`src/rtl/sd_sector_ctrl_if.sv`:
```
// Bundle of the user sector ports and the SD command-layer handshakes.
// slave is the sector sequencer; master is the requester/command-layer side.
interface sd_sector_ctrl_if;
    logic        sd_init_done;
    logic        sec_read_req;
    logic [31:0] sec_read_addr;
    logic        sec_read_req_ack;
    logic [7:0]  sec_read_data;
    logic        sec_read_data_valid;
    logic        sec_write_req;
    logic [31:0] sec_write_addr;
    logic        sec_write_data_rd;
    logic [7:0]  sec_write_data;
    logic        sec_write_req_ack;
    logic        sec_error;
    logic        cmd_req;
    logic        cmd_req_ack;
    logic        cmd_req_error;
    logic [47:0] cmd;
    logic [7:0]  cmd_r1;
    logic [15:0] cmd_data_len;
    logic        block_read_req;
    logic        block_read_valid;
    logic [7:0]  block_read_data;
    logic        block_read_req_ack;
    logic        block_write_req;
    logic [7:0]  block_write_data;
    logic        block_write_data_rd;
    logic        block_write_req_ack;

    modport slave (
        input  sd_init_done, sec_read_req, sec_read_addr, sec_write_req, sec_write_addr,
               sec_write_data, cmd_req_ack, cmd_req_error, block_read_valid,
               block_read_data, block_read_req_ack, block_write_data_rd, block_write_req_ack,
        output sec_read_req_ack, sec_read_data, sec_read_data_valid, sec_write_data_rd,
               sec_write_req_ack, sec_error, cmd_req, cmd, cmd_r1, cmd_data_len,
               block_read_req, block_write_req, block_write_data
    );

    modport master (
        output sd_init_done, sec_read_req, sec_read_addr, sec_write_req, sec_write_addr,
               sec_write_data, cmd_req_ack, cmd_req_error, block_read_valid,
               block_read_data, block_read_req_ack, block_write_data_rd, block_write_req_ack,
        input  sec_read_req_ack, sec_read_data, sec_read_data_valid, sec_write_data_rd,
               sec_write_req_ack, sec_error, cmd_req, cmd, cmd_r1, cmd_data_len,
               block_read_req, block_write_req, block_write_data
    );
endinterface

```
`src/rtl/sd_sector_ctrl.sv`:
```
// Sector read/write sequencer: arbitrates user requests, issues CMD17/CMD24/CMD13
// with retries, and steers the block data handshakes of the SD command layer.
module sd_sector_ctrl #(
    parameter int RETRY_MAX = 3,
    parameter bit SDHC      = 1'b1
) (
    input  logic            sys_clk,
    input  logic            rst,
    sd_sector_ctrl_if.slave bus
);

    typedef enum logic [2:0] {
        IDLE    = 3'd0,
        RD_CMD  = 3'd1,
        RD_DATA = 3'd2,
        WR_CMD  = 3'd3,
        WR_DATA = 3'd4,
        WR_STAT = 3'd5,
        DONE    = 3'd6
    } state_t;

    localparam logic [3:0]  RETRY_LIMIT  = 4'(RETRY_MAX);
    localparam logic [7:0]  CMD_READ     = 8'd17;
    localparam logic [7:0]  CMD_WRITE    = 8'd24;
    localparam logic [7:0]  CMD_STATUS   = 8'd13;
    localparam logic [9:0]  SECTOR_BYTES = 10'd512;

    state_t      state_r, state_s;
    logic        last_write_r, last_write_s;
    logic        xfer_write_r, xfer_write_s;
    logic [31:0] addr_r, addr_s;
    logic [3:0]  retry_r, retry_s;
    logic [9:0]  byte_cnt_r, byte_cnt_s;
    logic        sec_error_r, sec_error_s;
    logic        cmd_req_r, cmd_req_s;
    logic [47:0] cmd_r, cmd_s;
    logic [15:0] cmd_data_len_r, cmd_data_len_s;
    logic        block_read_req_r, block_read_req_s;
    logic        block_write_req_r, block_write_req_s;
    logic        read_ack_r, read_ack_s;
    logic        write_ack_r, write_ack_s;

    logic        cmd_ack_s, cmd_good_s, cmd_bad_s;
    logic        accept_s, accept_write_s, cmd_state_s;
    logic [3:0]  retry_inc_s;
    logic [9:0]  cnt_inc_s;

    // Byte addressing shifts the sector number into a 512-byte offset.
    function automatic logic [31:0] sector_arg(input logic [31:0] addr);
        return SDHC ? addr : {addr[22:0], 9'd0};
    endfunction

    // Acks only count while the matching request is actually outstanding.
    assign cmd_ack_s      = cmd_req_r & bus.cmd_req_ack;
    assign cmd_good_s     = cmd_ack_s & ~bus.cmd_req_error;
    assign cmd_bad_s      = cmd_ack_s & bus.cmd_req_error;
    assign retry_inc_s    = retry_r + 4'd1;
    assign cnt_inc_s      = byte_cnt_r + {9'd0, bus.block_read_valid};
    assign accept_s       = bus.sd_init_done & (bus.sec_read_req | bus.sec_write_req);
    assign accept_write_s = bus.sec_write_req & (~bus.sec_read_req | ~last_write_r);

    // Next-state and transfer bookkeeping.
    always_comb begin
        state_s      = state_r;
        last_write_s = last_write_r;
        xfer_write_s = xfer_write_r;
        addr_s       = addr_r;
        retry_s      = retry_r;
        byte_cnt_s   = byte_cnt_r;
        sec_error_s  = sec_error_r;
        case (state_r)
            IDLE: begin
                if (accept_s) begin
                    xfer_write_s = accept_write_s;
                    last_write_s = accept_write_s;
                    addr_s       = accept_write_s ? bus.sec_write_addr : bus.sec_read_addr;
                    retry_s      = 4'd0;
                    byte_cnt_s   = 10'd0;
                    sec_error_s  = 1'b0;
                    state_s      = accept_write_s ? WR_CMD : RD_CMD;
                end else begin
                    state_s = IDLE;
                end
            end
            RD_CMD, WR_CMD, WR_STAT: begin
                if (cmd_good_s) begin
                    retry_s = 4'd0;
                    case (state_r)
                        RD_CMD:  state_s = RD_DATA;
                        WR_CMD:  state_s = WR_DATA;
                        default: state_s = DONE;
                    endcase
                end else if (cmd_bad_s) begin
                    retry_s = retry_inc_s;
                    if (retry_inc_s >= RETRY_LIMIT) begin
                        sec_error_s = 1'b1;
                        state_s     = DONE;
                    end else begin
                        state_s = state_r;
                    end
                end else begin
                    state_s = state_r;
                end
            end
            RD_DATA: begin
                byte_cnt_s = cnt_inc_s;
                if (block_read_req_r & bus.block_read_req_ack) begin
                    sec_error_s = (cnt_inc_s != SECTOR_BYTES);
                    state_s     = DONE;
                end else begin
                    state_s = RD_DATA;
                end
            end
            WR_DATA: begin
                if (block_write_req_r & bus.block_write_req_ack) begin
                    state_s = WR_STAT;
                end else begin
                    state_s = WR_DATA;
                end
            end
            DONE:    state_s = IDLE;
            default: state_s = IDLE;
        endcase
    end

    // Next values of the registered handshake and command outputs.
    always_comb begin
        cmd_s             = cmd_r;
        cmd_data_len_s    = cmd_data_len_r;
        cmd_state_s       = (state_s == RD_CMD) || (state_s == WR_CMD) || (state_s == WR_STAT);
        cmd_req_s         = cmd_state_s & ~cmd_ack_s;
        block_read_req_s  = (state_s == RD_DATA);
        block_write_req_s = (state_s == WR_DATA);
        read_ack_s        = (state_s == DONE) & ~xfer_write_s;
        write_ack_s       = (state_s == DONE) & xfer_write_s;
        case (state_s)
            RD_CMD: begin
                cmd_s          = {CMD_READ, sector_arg(addr_s), 8'hFF};
                cmd_data_len_s = 16'd0;
            end
            WR_CMD: begin
                cmd_s          = {CMD_WRITE, sector_arg(addr_s), 8'hFF};
                cmd_data_len_s = 16'd0;
            end
            WR_STAT: begin
                cmd_s          = {CMD_STATUS, 32'd0, 8'hFF};
                cmd_data_len_s = 16'd1;
            end
            default: begin
                cmd_s          = cmd_r;
                cmd_data_len_s = cmd_data_len_r;
            end
        endcase
    end

    // State and output registers.
    always_ff @(posedge sys_clk or posedge rst) begin
        if (rst) begin
            state_r           <= IDLE;
            last_write_r      <= 1'b1;
            xfer_write_r      <= 1'b0;
            addr_r            <= 32'd0;
            retry_r           <= 4'd0;
            byte_cnt_r        <= 10'd0;
            sec_error_r       <= 1'b0;
            cmd_req_r         <= 1'b0;
            cmd_r             <= 48'h0;
            cmd_data_len_r    <= 16'd0;
            block_read_req_r  <= 1'b0;
            block_write_req_r <= 1'b0;
            read_ack_r        <= 1'b0;
            write_ack_r       <= 1'b0;
        end else begin
            state_r           <= state_s;
            last_write_r      <= last_write_s;
            xfer_write_r      <= xfer_write_s;
            addr_r            <= addr_s;
            retry_r           <= retry_s;
            byte_cnt_r        <= byte_cnt_s;
            sec_error_r       <= sec_error_s;
            cmd_req_r         <= cmd_req_s;
            cmd_r             <= cmd_s;
            cmd_data_len_r    <= cmd_data_len_s;
            block_read_req_r  <= block_read_req_s;
            block_write_req_r <= block_write_req_s;
            read_ack_r        <= read_ack_s;
            write_ack_r       <= write_ack_s;
        end
    end

    // Data paths are straight pass-throughs, gated to their data states.
    assign bus.sec_read_data_valid = (state_r == RD_DATA) & bus.block_read_valid;
    assign bus.sec_read_data       = (state_r == RD_DATA) ? bus.block_read_data : 8'h00;
    assign bus.sec_write_data_rd   = (state_r == WR_DATA) & bus.block_write_data_rd;
    assign bus.block_write_data    = (state_r == WR_DATA) ? bus.sec_write_data : 8'h00;

    assign bus.sec_read_req_ack  = read_ack_r;
    assign bus.sec_write_req_ack = write_ack_r;
    assign bus.sec_error         = sec_error_r;
    assign bus.cmd_req           = cmd_req_r;
    assign bus.cmd               = cmd_r;
    assign bus.cmd_r1            = 8'h00;
    assign bus.cmd_data_len      = cmd_data_len_r;
    assign bus.block_read_req    = block_read_req_r;
    assign bus.block_write_req   = block_write_req_r;

endmodule
```
`src/flat_wrapper.sv`:
```
// flat-port wrapper written by rule: the top's interface ports become plain ports
module sd_sector_ctrl_flat 
#(
    parameter int RETRY_MAX = 3,
    parameter bit SDHC      = 1'b1
)
  (sys_clk, rst, bus_sd_init_done, bus_sec_read_req, bus_sec_read_addr, bus_sec_write_req, bus_sec_write_addr, bus_sec_write_data, bus_cmd_req_ack, bus_cmd_req_error, bus_block_read_valid, bus_block_read_data, bus_block_read_req_ack, bus_block_write_data_rd, bus_block_write_req_ack, bus_sec_read_req_ack, bus_sec_read_data, bus_sec_read_data_valid, bus_sec_write_data_rd, bus_sec_write_req_ack, bus_sec_error, bus_cmd_req, bus_cmd, bus_cmd_r1, bus_cmd_data_len, bus_block_read_req, bus_block_write_req, bus_block_write_data);
  sd_sector_ctrl_if bus_i ();
  input  logic sys_clk;
  input  logic rst;
  input wire logic [$bits(bus_i.sd_init_done)-1:0] bus_sd_init_done;
  input wire logic [$bits(bus_i.sec_read_req)-1:0] bus_sec_read_req;
  input wire logic [$bits(bus_i.sec_read_addr)-1:0] bus_sec_read_addr;
  input wire logic [$bits(bus_i.sec_write_req)-1:0] bus_sec_write_req;
  input wire logic [$bits(bus_i.sec_write_addr)-1:0] bus_sec_write_addr;
  input wire logic [$bits(bus_i.sec_write_data)-1:0] bus_sec_write_data;
  input wire logic [$bits(bus_i.cmd_req_ack)-1:0] bus_cmd_req_ack;
  input wire logic [$bits(bus_i.cmd_req_error)-1:0] bus_cmd_req_error;
  input wire logic [$bits(bus_i.block_read_valid)-1:0] bus_block_read_valid;
  input wire logic [$bits(bus_i.block_read_data)-1:0] bus_block_read_data;
  input wire logic [$bits(bus_i.block_read_req_ack)-1:0] bus_block_read_req_ack;
  input wire logic [$bits(bus_i.block_write_data_rd)-1:0] bus_block_write_data_rd;
  input wire logic [$bits(bus_i.block_write_req_ack)-1:0] bus_block_write_req_ack;
  output wire logic [$bits(bus_i.sec_read_req_ack)-1:0] bus_sec_read_req_ack;
  output wire logic [$bits(bus_i.sec_read_data)-1:0] bus_sec_read_data;
  output wire logic [$bits(bus_i.sec_read_data_valid)-1:0] bus_sec_read_data_valid;
  output wire logic [$bits(bus_i.sec_write_data_rd)-1:0] bus_sec_write_data_rd;
  output wire logic [$bits(bus_i.sec_write_req_ack)-1:0] bus_sec_write_req_ack;
  output wire logic [$bits(bus_i.sec_error)-1:0] bus_sec_error;
  output wire logic [$bits(bus_i.cmd_req)-1:0] bus_cmd_req;
  output wire logic [$bits(bus_i.cmd)-1:0] bus_cmd;
  output wire logic [$bits(bus_i.cmd_r1)-1:0] bus_cmd_r1;
  output wire logic [$bits(bus_i.cmd_data_len)-1:0] bus_cmd_data_len;
  output wire logic [$bits(bus_i.block_read_req)-1:0] bus_block_read_req;
  output wire logic [$bits(bus_i.block_write_req)-1:0] bus_block_write_req;
  output wire logic [$bits(bus_i.block_write_data)-1:0] bus_block_write_data;
  assign bus_i.sd_init_done = bus_sd_init_done;
  assign bus_i.sec_read_req = bus_sec_read_req;
  assign bus_i.sec_read_addr = bus_sec_read_addr;
  assign bus_i.sec_write_req = bus_sec_write_req;
  assign bus_i.sec_write_addr = bus_sec_write_addr;
  assign bus_i.sec_write_data = bus_sec_write_data;
  assign bus_i.cmd_req_ack = bus_cmd_req_ack;
  assign bus_i.cmd_req_error = bus_cmd_req_error;
  assign bus_i.block_read_valid = bus_block_read_valid;
  assign bus_i.block_read_data = bus_block_read_data;
  assign bus_i.block_read_req_ack = bus_block_read_req_ack;
  assign bus_i.block_write_data_rd = bus_block_write_data_rd;
  assign bus_i.block_write_req_ack = bus_block_write_req_ack;
  assign bus_sec_read_req_ack = bus_i.sec_read_req_ack;
  assign bus_sec_read_data = bus_i.sec_read_data;
  assign bus_sec_read_data_valid = bus_i.sec_read_data_valid;
  assign bus_sec_write_data_rd = bus_i.sec_write_data_rd;
  assign bus_sec_write_req_ack = bus_i.sec_write_req_ack;
  assign bus_sec_error = bus_i.sec_error;
  assign bus_cmd_req = bus_i.cmd_req;
  assign bus_cmd = bus_i.cmd;
  assign bus_cmd_r1 = bus_i.cmd_r1;
  assign bus_cmd_data_len = bus_i.cmd_data_len;
  assign bus_block_read_req = bus_i.block_read_req;
  assign bus_block_write_req = bus_i.block_write_req;
  assign bus_block_write_data = bus_i.block_write_data;
  sd_sector_ctrl #(.RETRY_MAX(RETRY_MAX), .SDHC(SDHC)) u_core (.sys_clk(sys_clk), .rst(rst), .bus(bus_i));
endmodule
```
`config.mk`:
```
export PLATFORM = sky130hd
export DESIGN_NAME = sd_sector_ctrl_flat
export DESIGN_NICKNAME = d
export VERILOG_FILES = /design/src/rtl/sd_sector_ctrl_if.sv /design/src/rtl/sd_sector_ctrl.sv /design/src/flat_wrapper.sv
export SDC_FILE = /design/constraint.sdc
export NUM_CORES = 1
export LEC_CHECK = 0
export CAP_MARGIN = 10
export CORE_MARGIN = 2
export CORE_UTILIZATION = 40
export DETAILED_ROUTE_END_ITERATION = 6
export MAX_ROUTING_LAYER = met4
export PLACE_DENSITY_LB_ADDON = 0.25
export SYNTH_ARGS = -nofsm -noshare
export SYNTH_HDL_FRONTEND = slang
export SYNTH_SLANG_ARGS = --single-unit
```
`constraint.sdc`:
```
create_clock -name sys_clk -period 4 [get_ports sys_clk]
set_input_delay 0.6 -clock sys_clk [delete_from_list [all_inputs] [get_ports sys_clk]]
set_output_delay 0.6 -clock sys_clk [all_outputs]
set_load 0.05 [all_outputs]
```
==> flow_summary.ini, run 1 <==
[status]
status = finished, violations left
violations = design-rule violations

[finish]
num-fill-cells = 1046
final_cell_area_um2 = 6580
num_antenna_cells = 0
layout-drive-gt1-share = 0.0527
ff_latch_area_um2 = 2380
fin_nets = 735
syn2layout_area_growth_pct = 38.2
multi_input_area_um2 = 2050

[floorplanning]
rows = 39
io-pin-count = 187
die_h_um = 113
chipWidth_um = 113
coreArea_um2 = 11500
floorplan.initialDensity = 0.414
die_area_um2 = 12800

[setup_path]
crit_family = simple AND/OR/NAND/NOR gates
r2r_end = u_core.bus.sec_write_req_ack
worstPathMaxFanout = 10
cp_num_buf_inv = 1
worstSetupStartpointType = flip-flop
slowest_delay_ps = 810
worstSetupEndpointType = output pin
worstReg2RegStart = u_core.retry_r[1]
path_cells = nor3b_1 -> and2_1 -> clkdlybuf4s50_1
reg2reg_depth = 8
cp.arrival_ps = 2640
crit_type = reg -> out
cp.required_ps = 3400
r2r_setup_slack_ps = 1260
slowest_stage = clkdlybuf4s50_1

[clocking]
cts_setup_buffers = 0
cts_hold_buffers = 0
cts_htree_levels = 3
post_cts_resized = 0
worstSkewPairLatency_ps = 330
cts-root-to-sink-buffers = 2
cts_tree = built
cts-buffers-inserted = 9
clock-sinks = 95
root_buffer = clkbuf_16
clk_pin_slew_ps = 70

[worst_hold_path]
worstHoldPathCells = 2
min_path_type = reg -> reg
min_to = u_core.bus.cmd[12]
min_from = u_core.bus.cmd[12]

[place]
place_area_um2 = 6260
gp_congestion = 0.833
port_buffers = 159
dp_hpwl_mm = 8.06

[synth]
yosysSeqAreaShare = 0.499
ys_warn_count = 0
synth_top_area_share = 0.494
avgSynthCellArea_um2 = 9.49
synth_common_cells = nand2_1 (114), dfrtp_1 (94), o21ai_0 (54)
ys_ff_latch = 95
netlist_top_cells_area = dfrtp_1 (49%), nand2_1 (9.0%), mux2i_1 (6.7%)
yosysMostFrequentCell = nand2_1
yosys.area.top_type = dfrtp_1
async_reset_ff_frac = 1.00
synth-edff-count = 0
synth_cells = 502
syn-cell-area_um2 = 4760
synth.distinct_cells = 51
synthFlopType = dfrtp_1

[routing]
routed_wl_mm = 11.1
drt-pass1-iter-count = 7
routed-via-count = 3871
wl_per_cell_um = 14.1
via_per_inst = 4.91
first_iter_violations = 144
ant_nets = 0
drc = 9

[pwr]
swShare = 0.450
clockPowerShare = 0.180
ir_drop_mv = 0.304
p_switching_mw = 2.21
cell_internal_pwr_mw = 2.71
powerDensity_nw_per_um2 = 747
p_comb_frac = 0.503
sequentialPowerShare = 0.317
p_leak_nw = 2.94

[sta]
slew_headroom = 0.237
hold_viol_final = 0
drv_slew = 0
fin_crit_ps = 3240
tns_ps = 0
rsz0062_at_grt = no
setup_viol = 0
fin_worst_skew_ps = 5.22
fmax_ghz = 0.308
worstMarginPinSlew_ps = 1150
finalCritPeriodShare = 0.811

[global_route]
grt.total_usage = 0.184
antenna_found_initial = 0
grt_pass1_wl_mm = 18.4
grt_max_degree = 69
grt_pass1_vias = 3704
grt_overflow = 0

[job]
cap_violations = 0
## state kept, by name (all words and copies together), names as in the netlist, 3 cells and up
| register | count |
|---|---|
| u_core.bus.cmd | 37 |
| u_core.addr_r | 32 |
| u_core.byte_cnt_r | 10 |
| u_core.retry_r | 4 |
| u_core.state_r | 3 |
## power groups by stage
| stage | Clock (mW) | Sequential (mW) | Combinational [mW] |
|---|---|---|---|
| floorplan | 0 | 2.08 | 1.27 |
| global placement | 0 | 1.56 | 2.42 |
| detailed placement | 0 | 1.57 | 2.49 |
| CTS | 0.910 | 1.56 | 2.50 |
| global route | 0.952 | 1.60 | 2.69 |
| finish | 0.885 | 1.56 | 2.48 |
## layout make-up
class                           instances  share of cell area
Clock buffer                           11              0.0384
Clock inverter                          5             0.00988
Inverter                                6             0.00380
Multi-Input combinational cell        363               0.311
Sequential cell                        95               0.361
Tap cell                              143              0.0272
Timing Repair Buffer                  165               0.249
## placed cells by master (no fill, tap or decap), types with 2 or more instances in the layout
master,count
clkdlybuf4s50_1,159
nand2_1,114
dfrtp_1,94
o21ai_0,54
mux2i_1,32
conb_1,27
and2_1,23
o21ai_1,23
nor2_1,15
clkbuf_16,9
nand3_1,7
xor2_1,7
buf_4,6
a21oi_1,5
inv_1,4
nand2b_1,4
a31oi_1,4
ha_1,4
a22o_1,3
nor2b_1,3
a21o_1,3
nor3_1,3
o31ai_1,2
nor4_1,2
a2bb2oi_1,2
nand3_2,2
o21a_1,2
or4_1,2
clkbuf_8,2
clkinvlp_4,2
## per-layer routing
layer / GRT usage / part of all wire / vias up
met5: - / 0 / -
met4: 0.0415 / 0.0053 / 0
met3: 0.0423 / 0.063 / 5
met2: 0.286 / 0.48 / 132
met1: 0.247 / 0.45 / 1837
li1: - / - / 1897
## per-stage QoR
step,instances,worst slack (ps),utilization,hold WS [ps],power [mW]
after floorplan,528,925,-,458,3.35
after global placement,772,867,0.544,462,3.99
after detailed placement,772,759,0.544,473,4.06
after CTS,788,781,0.572,487,4.96
after global routing,788,568,0.572,504,5.25
final,788,757,0.572,479,4.92
## worst max-delay path by stage
stage	depth (start not counted)	start	end	slack (ps)
finish	3	u_core.state_r[2]	bus_sec_write_data_rd	760
global route	3	u_core.state_r[0]	bus_sec_write_data_rd	570
CTS	3	u_core.state_r[0]	bus_sec_write_data_rd	780
detailed placement	6	bus_sec_read_req	u_core.bus.cmd[27]	760
global placement	6	bus_sec_read_req	u_core.bus.cmd[27]	870
floorplan	1	rst	u_core.addr_r[0]	920
## logic make-up (layout without fill, tap and decap cells)
family                     Yosys count  after routing  share of synthesized area
and+or+nand+nor                    183            183                      0.177
AOI/OAI and AO/OA                  109            109                      0.136
DFF                                 95             95                      0.499
buffers and inverters               70            187                     0.0941
muxes                               32             32                     0.0673
xor gates and xnor gates             8              8                     0.0147
adders and majority gates            4              4                     0.0105
other                                1             27                   0.000787
## worst min-delay path, delay by kind of cell (launching register included)
family	cells	cell delay (ps)
flops	1	340
simple gates	1	40
compound gates	1	60
(Power assumes the default switching activity.)
==> run 2: changes to the inputs <==
==> constraint.sdc (replaced) <==
create_clock -name sys_clk -period 3.17 [get_ports sys_clk]
set_input_delay 0.4755 -clock sys_clk [delete_from_list [all_inputs] [get_ports sys_clk]]
set_output_delay 0.4755 -clock sys_clk [all_outputs]
set_load 0.05 [all_outputs]
==> run 2 against run 1 <==
- design area increased by 0.87%
- cell count increased by 0.63%
- largest cell class unchanged
- worst hold slack got worse by 1.8 ps
- combinational power increased by 28%
- core utilization increased by 0.50 points
- sequential power increased by 26%
- the run still ends with design-rule violations left
- total power increased by 27%
- setup slack got worse by 380 ps
- global-route usage decreased by 0.17 points
- non-clock buffer count increased by 6
==> flow_summary.ini, run 2 (synthesized netlist as in run 1, its figures left out) <==
[sta]
worstMarginPinSlew_ps = 630
finalCritPeriodShare = 0.882
fmax_ghz = 0.358
layout_setup_ws_ps = 373
setup_viol = 0
drv_slew = 0
rsz0062_at_grt = no
hold_viol_final = 0
tns_ps = 0
slew_headroom = 0.580
fin_crit_ps = 2800
fin_worst_skew_ps = 10.1

[clocking]
clock-sinks = 95
worstSkewPairLatency_ps = 330
cts_setup_buffers = 0
cts_htree_levels = 3
clk_pin_slew_ps = 60
cts_tree = built
cts_hold_buffers = 0
root_buffer = clkbuf_16
post_cts_resized = 0
cts-buffers-inserted = 9
cts-root-to-sink-buffers = 2

[finish]
num_antenna_cells = 0
syn2layout_area_growth_pct = 39.4
fin_nets = 741
final_cell_area_um2 = 6640
layout-drive-gt1-share = 0.0600
layout_commonest_cell = clkdlybuf4s50_1
instances_no_fill = 793
largest_reg_flops = 37
mostFrequentLayoutCells = clkdlybuf4s50_1 (159), nand2_1 (114), dfrtp_1 (94)

[global_route]
use_met3 = 0.0332
grt.total_usage = 0.182
grt_overflow = 0
grtUsageMet1 = 0.222
grt_pass1_vias = 3919
grt_util_met2 = 0.310
gr-max-usage-layer = met2
antenna_found_initial = 0
grt_max_degree = 69
grt_pass1_wl_mm = 18.2

[place]
dp_cells = 778
dp_hpwl_mm = 8.32
gp_congestion = 0.854
place_area_um2 = 6320
preCtsSetupSlack_ps = 322
port_buffers = 159

[setup_path]
slowest_stage = clkdlybuf4s50_1
cp.required_ps = 2690
worstSetupEndpointType = output pin
slowest_delay_ps = 800
cp.arrival_ps = 2320
crit_type = reg -> out
reg2reg_depth = 8
path_cells = nor3b_2 -> and2_1 -> clkdlybuf4s50_1
worstPathMaxFanout = 11
worstSetupStartpointType = flip-flop

[pwr]
powerDensity_nw_per_um2 = 943
p_total_mw = 6.26
ir_drop_mv = 0.432
p_leak_nw = 2.97

[routing]
wl_per_cell_um = 14.0
ant_nets = 0
drc = 10
routed_wl_mm = 11.1
via_per_inst = 4.92
first_iter_violations = 149
routed-via-count = 3903
drt-pass1-iter-count = 7

[status]
status = finished, violations left
violations = design-rule violations

[floorplanning]
die_area_um2 = 12800
floorplan.initialDensity = 0.414
die_h_um = 113
io-pin-count = 187
chipWidth_um = 113
rows = 39
coreArea_um2 = 11500

[worst_hold_path]
worstHoldPathCells = 2
min_path_type = reg -> reg

[job]
cap_violations = 0
[run 2: changes by cell type in the layout (fill, tap and decap cells not counted)]
cell       before  now
clkinv_4        1    0
bufinv_16       1    2
inv_8           1    0
buf_4           6   11
buf_12          0    1
inv_6           0    2
clkbuf_8        2    0
[run 2: cell type report]
| class | count | area (um2) |
|---|---|---|
| multi-input cells | 363 | 2050 |
| flip-flops and latches | 95 | 2380 |
| inverters | 6 | 25.0 |
| clock inverters | 6 | 92.6 |
| repair buffers | 171 | 1690 |
| fillers | 1052 | 4880 |
| well taps | 143 | 179 |
| clock buffers | 9 | 225 |
[run 2: routing by layer]
metal  share of wire  vias to the layer above
met5               0                        -
li1                -                     1915
met3           0.069                        8
met4           0.011                        0
met2            0.50                      138
met1            0.42                     1842
[run 2: power breakdown]
| part | leakage (nW) | total (mW) | switching [mW] | internal (mW) |
|---|---|---|---|---|
| clock | 0.149 | 1.14 | 0.447 | 0.692 |
| sequential | 1.21 | 1.96 | 0.260 | 1.69 |
| combinational | 1.62 | 3.17 | 2.07 | 1.09 |
| total | 2.97 | 6.26 | 2.78 | 3.48 |
[run 2: path summary, 6_finish.rpt]
check	start	end	slack [ps]
min in group asynchronous	rst	u_core.bus.cmd_req	520
setup / recovery	u_core.state_r[0]	bus_sec_read_data[1]	370
max in group asynchronous	rst	u_core.bus.cmd[10]	1960
hold reg to reg	u_core.bus.cmd[14]	u_core.bus.cmd[14]	480
setup reg to reg	u_core.retry_r[1]	u_core.bus.cmd[28]	680
hold / removal	u_core.bus.cmd[14]	u_core.bus.cmd[14]	480
[run 2: through the flow]
step	hold WS (ps)	util
6_report	477	0.577
5_1_grt	504	0.577
4_1_cts	485	0.577
3_5_place_dp	471	0.549
3_3_place_gp	464	0.549
2_1_floorplan	458	-
[run 2: worst max-delay path: cells and delay by family (launching register included)]
family	cells	cell delay [ps]
DFF	1	500
and+or+nand+nor	2	700
buffers and inverters	1	800
